===== config.mk =====
export PLATFORM = sky130hd
export DESIGN_NAME = display_scan_ctrl
export DESIGN_NICKNAME = d
export VERILOG_FILES = /design/src/rtl/display_scan_ctrl.sv
export SDC_FILE = /design/constraint.sdc
export NUM_CORES = 1
export LEC_CHECK = 0
export CORE_ASPECT_RATIO = 2
export CORE_MARGIN = 5
export CORE_UTILIZATION = 54
export CTS_CLUSTER_SIZE = 40
export DETAILED_ROUTE_END_ITERATION = 7
export PLACE_DENSITY = 0.91
export SLEW_MARGIN = 15
export SYNTH_ARGS = -nofsm -noshare
export SYNTH_HDL_FRONTEND = slang
export SYNTH_SLANG_ARGS = --single-unit

===== constraint.sdc =====
create_clock -name clock -period 2.5 [get_ports clock]
set_input_delay 0.5 -clock clock [delete_from_list [all_inputs] [get_ports clock]]
set_output_delay 0.5 -clock clock [all_outputs]
set_load 0.05 [all_outputs]

===== src/rtl/display_scan_ctrl.sv =====
// Time-multiplexed scan controller for an 8-digit common-anode 7-segment display.
// Inputs are snapshotted once per frame; each digit slot is a blanking gap followed by a drive window.
module display_scan_ctrl #(
    parameter int unsigned DRIVE_CYCLES = 99000,
    parameter int unsigned BLANK_CYCLES = 1000
) (
    input  logic        clock,
    input  logic        reset,
    input  logic [31:0] hex_word,
    input  logic [7:0]  digit_en,
    input  logic [7:0]  dp_en,
    output logic [6:0]  segments,
    output logic        dp,
    output logic [7:0]  anodos,
    output logic        frame_done
);

    localparam int unsigned MAXC = (DRIVE_CYCLES > BLANK_CYCLES) ? DRIVE_CYCLES : BLANK_CYCLES;
    localparam int unsigned CW   = (MAXC > 1) ? $clog2(MAXC) : 1;
    localparam logic [CW-1:0] DRIVE_LAST = CW'(DRIVE_CYCLES - 1);
    localparam logic [CW-1:0] BLANK_LAST = CW'(BLANK_CYCLES - 1);

    typedef enum logic [1:0] {
        ST_LOAD  = 2'd0,
        ST_BLANK = 2'd1,
        ST_DRIVE = 2'd2
    } state_e;

    state_e          state_q;
    logic [2:0]      idx_q;
    logic [CW-1:0]   cnt_q;
    logic [31:0]     hex_q;
    logic [7:0]      en_q;
    logic [7:0]      dpen_q;

    logic [6:0]      seg_q,  seg_d;
    logic            dp_q,   dp_d;
    logic [7:0]      an_q,   an_d;
    logic            fd_q,   fd_d;
    logic [3:0]      nib;

    function automatic logic [6:0] decode_hex(input logic [3:0] n);
        logic [6:0] s;
        case (n)
            4'h0:    s = 7'b0000001;
            4'h1:    s = 7'b1001111;
            4'h2:    s = 7'b0010010;
            4'h3:    s = 7'b0000110;
            4'h4:    s = 7'b1001100;
            4'h5:    s = 7'b0100100;
            4'h6:    s = 7'b0100000;
            4'h7:    s = 7'b0001111;
            4'h8:    s = 7'b0000000;
            4'h9:    s = 7'b0000100;
            4'hA:    s = 7'b0001000;
            4'hB:    s = 7'b1100000;
            4'hC:    s = 7'b0110001;
            4'hD:    s = 7'b1000010;
            4'hE:    s = 7'b0110000;
            default: s = 7'b0111000;
        endcase
        return s;
    endfunction

    assign nib = hex_q[{idx_q, 2'b00} +: 4];

    // Output registers capture the state executing at each edge, so the pins
    // show exactly one cycle of LOAD, then BLANK_CYCLES dark, then the drive window.
    always_comb begin
        seg_d = '1;
        dp_d  = 1'b1;
        an_d  = '1;
        fd_d  = 1'b0;
        case (state_q)
            ST_LOAD: fd_d = 1'b1;
            ST_DRIVE: begin
                if (en_q[idx_q]) begin
                    an_d  = ~(8'b1 << idx_q);
                    seg_d = decode_hex(nib);
                    dp_d  = ~dpen_q[idx_q];
                end
            end
            default: ;
        endcase
    end

    always_ff @(posedge clock or negedge reset) begin
        if (!reset) begin
            state_q <= ST_LOAD;
            idx_q   <= '0;
            cnt_q   <= '0;
            hex_q   <= '0;
            en_q    <= '0;
            dpen_q  <= '0;
            seg_q   <= '1;
            dp_q    <= 1'b1;
            an_q    <= '1;
            fd_q    <= 1'b0;
        end else begin
            seg_q <= seg_d;
            dp_q  <= dp_d;
            an_q  <= an_d;
            fd_q  <= fd_d;
            case (state_q)
                ST_LOAD: begin
                    hex_q   <= hex_word;
                    en_q    <= digit_en;
                    dpen_q  <= dp_en;
                    idx_q   <= '0;
                    cnt_q   <= '0;
                    state_q <= ST_BLANK;
                end
                ST_BLANK: begin
                    if (cnt_q == BLANK_LAST) begin
                        cnt_q   <= '0;
                        state_q <= ST_DRIVE;
                    end else begin
                        cnt_q <= cnt_q + 1'b1;
                    end
                end
                ST_DRIVE: begin
                    if (cnt_q == DRIVE_LAST) begin
                        cnt_q <= '0;
                        if (idx_q == 3'd7) begin
                            state_q <= ST_LOAD;
                        end else begin
                            idx_q   <= idx_q + 1'b1;
                            state_q <= ST_BLANK;
                        end
                    end else begin
                        cnt_q <= cnt_q + 1'b1;
                    end
                end
                default: state_q <= ST_LOAD;
            endcase
        end
    end

    assign segments   = seg_q;
    assign dp         = dp_q;
    assign anodos     = an_q;
    assign frame_done = fd_q;

endmodule


==> impl_results.md, run 1 <==
* Run status: finished clean
* Post-CTS sizing at 0
* Number of global-route vias before repair at 3,513
* DP Wirelength at slightly below 8 mm
* Critical Path Most Common Cell: nand2_1
* Power per Cell Area at 550 mW/mm^2
* Post-synthesis sequential area ratio at 49.5%
* Reg2reg setup slack at around 0.18 ns
* Setup TNS at 0 ns
* Pre-antenna DRT Iters at 5
* Most frequent cells in the layout: dfrtp_1, clkdlybuf4s50_1, mux2_2
* Crit path DAT at 2.57 ns
* Fmax at ~0.43 GHz
* Slew HR at 61.6%
* Max-Cap Viols at 0
* Clock Latency Late Sink at approximately 0.34 ns
* Final clock skew at ~0.0043 ns
* Initial antenna violation count at 0
* Clk pin slew, worst setup/hold paths at around 0.060 ns
* Req. time, crit path at 2.75 ns
* Initial DRC count at roughly 180
* Leak at 2.20 nW
* Total grt overflow at 0
* Post-synth EDFFs at 0
* Post-route cell area at ~0.0055 mm^2
* Std-Cell Rows at 47
* Synth warn at 0
* Post-CTS setup buffers at 0
* Vias per cell at 5.91
* Count of cell types in the netlist at between 40 and 50
* Main synth FF type: dfrtp_1
* Placed Instance Area at 0.00522 mm^2
* CP Cell Sequence: mux4_2 > nand2_1 > and2_1 > inv_1 > ha_1 > mux2_2 > mux2i_1 > nand2_1
* Fin util at between 60% and 70%
* Commonest non-fill, non-tap cell in the layout: dfrtp_1
* Tcrit/Tclk final at 92.7%
* Clock sink count at 87
* Gate Count Post-Synth at 366
* Layout cell share with drive strength beyond 1 at 26.0%
* Fin. Hold Viols at 0
* CTS Hold Bufs at 0
* Startpoint types: flip-flop
* Slowest CP cell: mux4_2
* Delay-heaviest family, CP: multiplexers
* TritonCTS Buffers at 9
* Worst R2R Start: idx_q[0]
* Net Count, Synth at roughly 430
* Cell Area, Synth at roughly 0.0044 mm^2
* CTS tree: done
* Final setup viols at 0
* DR vias at 3,172
* Area grow syn2layout at 24.4%
* Crit path kind: flip-flop to flip-flop
* RR Endpoint: segments[3]
* Routability Congestion at 0.871
* Total I/O pin count at 67
* Worst Path Buf+Inv at 1
* Slew Viols, Final at 0
* Max FO, Critical Path at 5
* RSZ-0062 raised after global routing: no
* Biggest cell delay along the critical path at about 0.55 ns
* Mean Syn Cell Area at 12.1 um^2
* Worst hold path class: input pin to asynchronous set/reset pin
* Die Wd at 74.1 um
* Clk buf depth at 2
* ANT nets after route at 0
* Fin Hold WS at 0.159 ns
* Worst-margin pin slew at 0.576 ns
* I/O Buffers at 66
* Worst-case reg-to-reg path depth at 8
* Core ar. at about 0.0082 mm^2
* Asr flop ratio synth at 100%
* Maximum vdd ir drop at 0.000337 V
* Post-layout min period at 2.32 ns
* Initial core utilization at ~54%
* Residual DRC at 0
* Total die area at roughly 0.01 mm^2
* Final WL at 10.5 mm
* Nets at 502
* Seq cells post-synth at 87
* Critical Path End Type: flip-flop
* Diode count at 0
* Die H at approximately 140 um
* Clk root buf: clkbuf_16
* Global Route Usage Sum at 22.3%
* Drt wl/cell at 19.5 um
* First-pass GRT wire length at around 17 mm
* Largest net degree at the start of global routing at 46
* H-tree depth at 3
registers in the layout, summed over array words and instances (netlist names):
name        flops
dp              1
en_q            8
idx_q           3
frame_done      1
dpen_q          8
hex_q          32
state_q         2
anodos          8
segments        7
cnt_q          17
through the flow:
step | cells | worst slack (ns) | power (mW)
2_1_floorplan | 366 | 0.390 | 1.57
3_3_place_gp | 521 | 0.390 | 1.70
3_5_place_dp | 521 | 0.241 | 1.71
4_1_cts | 537 | 0.196 | 3.06
5_1_grt | 537 | 0.0588 | 3.15
6_report | 537 | 0.183 | 3.04
layout make-up:
cell class	count	area (um^2)
fill	571	2650
clock inverter	3	42.5
sequential	87	2200
tap	98	123
clock buffer	13	260
multi-input combinational	246	2090
inverter	13	48.8
timing repair buffer	77	766
per-layer routing:
metal / global-route usage (%) / up-vias / share of wire, %
li1: - / 1469 / -
met3: 4.43 / 43 / 3.8
met1: 22.0 / 1564 / 32
met2: 40.9 / 96 / 59
met4: 12.6 / 0 / 5.3
met5: 0 / - / 0
cells in the mapped netlist (3+ instances only):
| cell type | n | area, um^2 |
|---|---|---|
| a21oi_2 | 3 | 26.3 |
| and2_1 | 3 | 18.8 |
| buf_1 | 4 | 15.0 |
| buf_2 | 4 | 20.0 |
| buf_6 | 4 | 45.0 |
| clkbuf_1 | 8 | 30.0 |
| dfrtp_1 | 71 | 1780 |
| dfstp_2 | 16 | 420 |
| ha_1 | 18 | 225 |
| inv_1 | 13 | 48.8 |
| mux2_2 | 50 | 563 |
| mux2i_1 | 9 | 90.1 |
| mux4_1 | 4 | 105 |
| mux4_2 | 7 | 158 |
| nand2_1 | 47 | 176 |
| nand3_1 | 16 | 80.1 |
| nand4_1 | 6 | 37.5 |
| nor2_1 | 5 | 18.8 |
| nor3_1 | 7 | 35.0 |
| nor4_1 | 3 | 18.8 |
| o211ai_1 | 13 | 97.6 |
| o21ai_0 | 14 | 70.1 |
| o221ai_1 | 3 | 26.3 |
| o22ai_1 | 3 | 18.8 |
| o311ai_0 | 3 | 26.3 |
| or3_1 | 3 | 18.8 |
worst register-to-register path, stage by stage (launching register included):
cell and delay (ns):
dfrtp_1 0.49, mux4_2 0.55, nand2_1 0.09, and2_1 0.24, inv_1 0.14, ha_1 0.23
mux2_2 0.27, mux2i_1 0.14, nand2_1 0.07
worst max-delay path by stage:
stage,startpoint,end,cells after the start
6_report,idx_q[0],segments[3],8
5_1_grt,idx_q[0],segments[3],8
2_1_floorplan,idx_q[0],segments[3],7
3_3_place_gp,idx_q[0],segments[3],6
3_5_place_dp,idx_q[0],segments[3],8
4_1_cts,idx_q[0],segments[3],8
where the power goes:
group | total (mW) | leakage [nW] | switching [mW] | internal, mW
Sequential | 1.47 | 1.03 | 0.0217 | 1.45
Clock | 1.36 | 0.146 | 0.529 | 0.827
Combinational | 0.214 | 1.02 | 0.0860 | 0.128
Total | 3.04 | 2.20 | 0.637 | 2.40
logic make-up after synthesis:
kind of cell             share of synthesized area (%)
AND/OR/NAND/NOR                                   11.8
flip-flops                                        49.5
multiplexers                                      21.8
AO/OA/AOI/OAI                                     8.28
buffers and inverters                             3.58
adder cells (fa/ha/maj)                           5.07
Note: power is estimated with default switching activity, not from simulation.
==> run 2: changes to the inputs <==
Clock period 2.5 ns to 2.55 ns, I/O delays scaled along.
==> impl_results.md, run 2 (same netlist as run 1, synthesis figures left out) <==
* Run status: finished clean
* H-tree depth at 3 (unchanged)
* Final clock skew at 0.00747 ns (+0.00321 ns)
* CP startpoint: cnt_q[0]
* Overall Power at 3.25 mW (+6.8%)
* Core ar. at 0.00817 mm^2 (unchanged)
* Leak at 2.21 nW (+0.71%)
* Crit path DAT at 2.41 ns (-0.16 ns)
* Drt wl/cell at 19.9 um (+1.8%)
* Startpoint types: flip-flop
* Global Route Usage Sum at 22.3% (-0.073 points)
* Setup TNS at 0 ns (unchanged)
* Max reg flops at 32 (unchanged)
* Total I/O pin count at 67 (unchanged)
* Number of global-route vias before repair at 3,444 (-2.0%)
* DR vias at 3,241 (+2.2%)
* ANT nets after route at 0 (unchanged)
* Initial DRC count at 209 (+14%)
* Max-Cap Viols at 0 (unchanged)
* Delay-heaviest family, CP: simple AND/OR/NAND/NOR gates
* Clk pin slew, worst setup/hold paths at 0.07 ns (about the same)
* Biggest cell delay along the critical path at 0.42 ns (-0.13 ns)
* Layout cell share with drive strength beyond 1 at 26.1% (+0.12 points)
* Pre-antenna DRT Iters at 6 (+1)
* Max FO, Critical Path at 7 (+2)
* Vias per cell at 6.06 (+2.6%)
* Final setup viols at 0 (unchanged)
* Worst-margin pin slew at 0.600 ns (+0.0235 ns)
* Initial antenna violation count at 0 (unchanged)
* DP Wirelength at 7.75 mm (-1.0%)
* Slowest CP cell: dfrtp_1
* Crit path kind: flip-flop to flip-flop
* I/O Buffers at 66 (unchanged)
* TritonCTS Buffers at 9 (unchanged)
* Post-CTS sizing at 0 (unchanged)
* Worst hold path class: input pin to asynchronous set/reset pin
* Commonest non-fill, non-tap cell in the layout: dfrtp_1
* Residual DRC at 0 (unchanged)
* Routability Congestion at 0.856 (-1.8%)
* RSZ-0062 raised after global routing: no
* Maximum vdd ir drop at 0.000349 V (+3.7%)
* Place WS at 0.363 ns (+0.123 ns)
* Final WL at 10.6 mm (+1.4%)
* Clk root buf: clkbuf_16
* Post-route cell area at 0.00558 mm^2 (+0.93%)
* Area grow syn2layout at 25.5%
* Clock Latency Late Sink at 0.34 ns (about the same)
* Critical Path End Type: flip-flop
* Req. time, crit path at 2.75 ns (about the same)
* Die Wd at 74.1 um (unchanged)
* Power per Cell Area at 583 mW/mm^2 (+5.9%)
* Nets at 500 (-0.40%)
* Post-CTS setup buffers at 0 (unchanged)
* CTS Hold Bufs at 0 (unchanged)
* Fmax at 0.453 GHz (+4.9%)
* Placed Instance Area at 0.00521 mm^2 (-0.29%)
* Multi-input logic area at 0.00209 mm^2 (unchanged)
* Initial core utilization at 54.4% (unchanged)
* Die H at 138 um (unchanged)
* CP Cell Sequence: ha_1 > nand4b_1 > nor4_4 > a21oi_2 > nor2_1 > o211ai_1
* Fin Hold WS at 0.136 ns (-0.0230 ns)
* Register Area at 0.00220 mm^2 (unchanged)
* Clk buf depth at 2 (unchanged)
* Top flop regs: hex_q (32), cnt_q (17)
* Clock sink count at 87 (unchanged)
* Tcrit/Tclk final at 86.6% (-6.0 points)
* Slew Viols, Final at 0 (unchanged)
* Slew HR at 60.0% (-1.6 points)
* Total die area at 0.0103 mm^2 (unchanged)
* Number of fill cells at 560 (-1.9%)
* Fin. Hold Viols at 0 (unchanged)
* Setup slack after layout at 0.341 ns (+0.157 ns)
* Largest net degree at the start of global routing at 51 (+11%)
* Std-Cell Rows at 47 (unchanged)
* Largest register by flop count: hex_q
* Post-layout min period at 2.21 ns (-0.107 ns)
* Worst R2R Start: cnt_q[0]
* Diode count at 0 (unchanged)
* First-pass GRT wire length at 17.2 mm (about the same)
* Worst Path Buf+Inv at 0 (-1)
* CTS tree: done
* Most frequent cells in the layout: dfrtp_1, clkdlybuf4s50_1, mux2_2
* Total grt overflow at 0 (unchanged)
## run 2: final cells by class
type,instances,area share (%)
Inverter,13,0.875
Clock buffer,9,4.04
Timing Repair Buffer,75,13.5
Clock inverter,7,2.58
Multi-Input combinational cell,246,37.5
Sequential cell,87,39.4
Tap cell,98,2.20
## run 2: metrics by stage
| stage | utilization [%] | instances |
|---|---|---|
| after floorplan | - | 366 |
| after global placement | 63.7 | 519 |
| after detailed placement | 63.7 | 519 |
| after CTS | 68.2 | 535 |
| after global routing | 68.2 | 535 |
| final | 68.2 | 535 |
## run 2: worst reg2reg max path, stage by stage (launching register included)
cell,delay [ns]
dfrtp_1,0.42
ha_1,0.30
nand4b_1,0.18
nor4_4,0.40
a21oi_2,0.19
nor2_1,0.40
o211ai_1,0.18
## run 2: worst paths after layout
path / endpoint / slack (ns) / cells past startpoint
max: cnt_q[9] / 0.34 / 6
max reg2reg: cnt_q[9] / 0.34 / 6
min reg2reg: hex_q[2] / 0.50 / 1
max in group asynchronous: anodos[6] / 1.74 / 2
min in group clock: hex_q[2] / 0.50 / 1
min: hex_q[26] / 0.14 / 1
## run 2: power by group
part / switching (mW) / total (mW) / leakage, nW / internal [mW]
Combinational: 0.0822 / 0.207 / 1.01 / 0.125
Sequential: 0.0212 / 1.44 / 1.03 / 1.42
Clock: 0.541 / 1.60 / 0.172 / 1.06
Total: 0.645 / 3.25 / 2.21 / 2.60
## run 2: routing by layer
layer | track usage, % | up-vias | wire length, um
li1 | - | 1474 | -
met4 | 11.7 | 0 | 431
met2 | 40.9 | 125 | 6270
met1 | 22.6 | 1616 | 3500
met3 | 3.85 | 26 | 436
met5 | 0 | - | 0
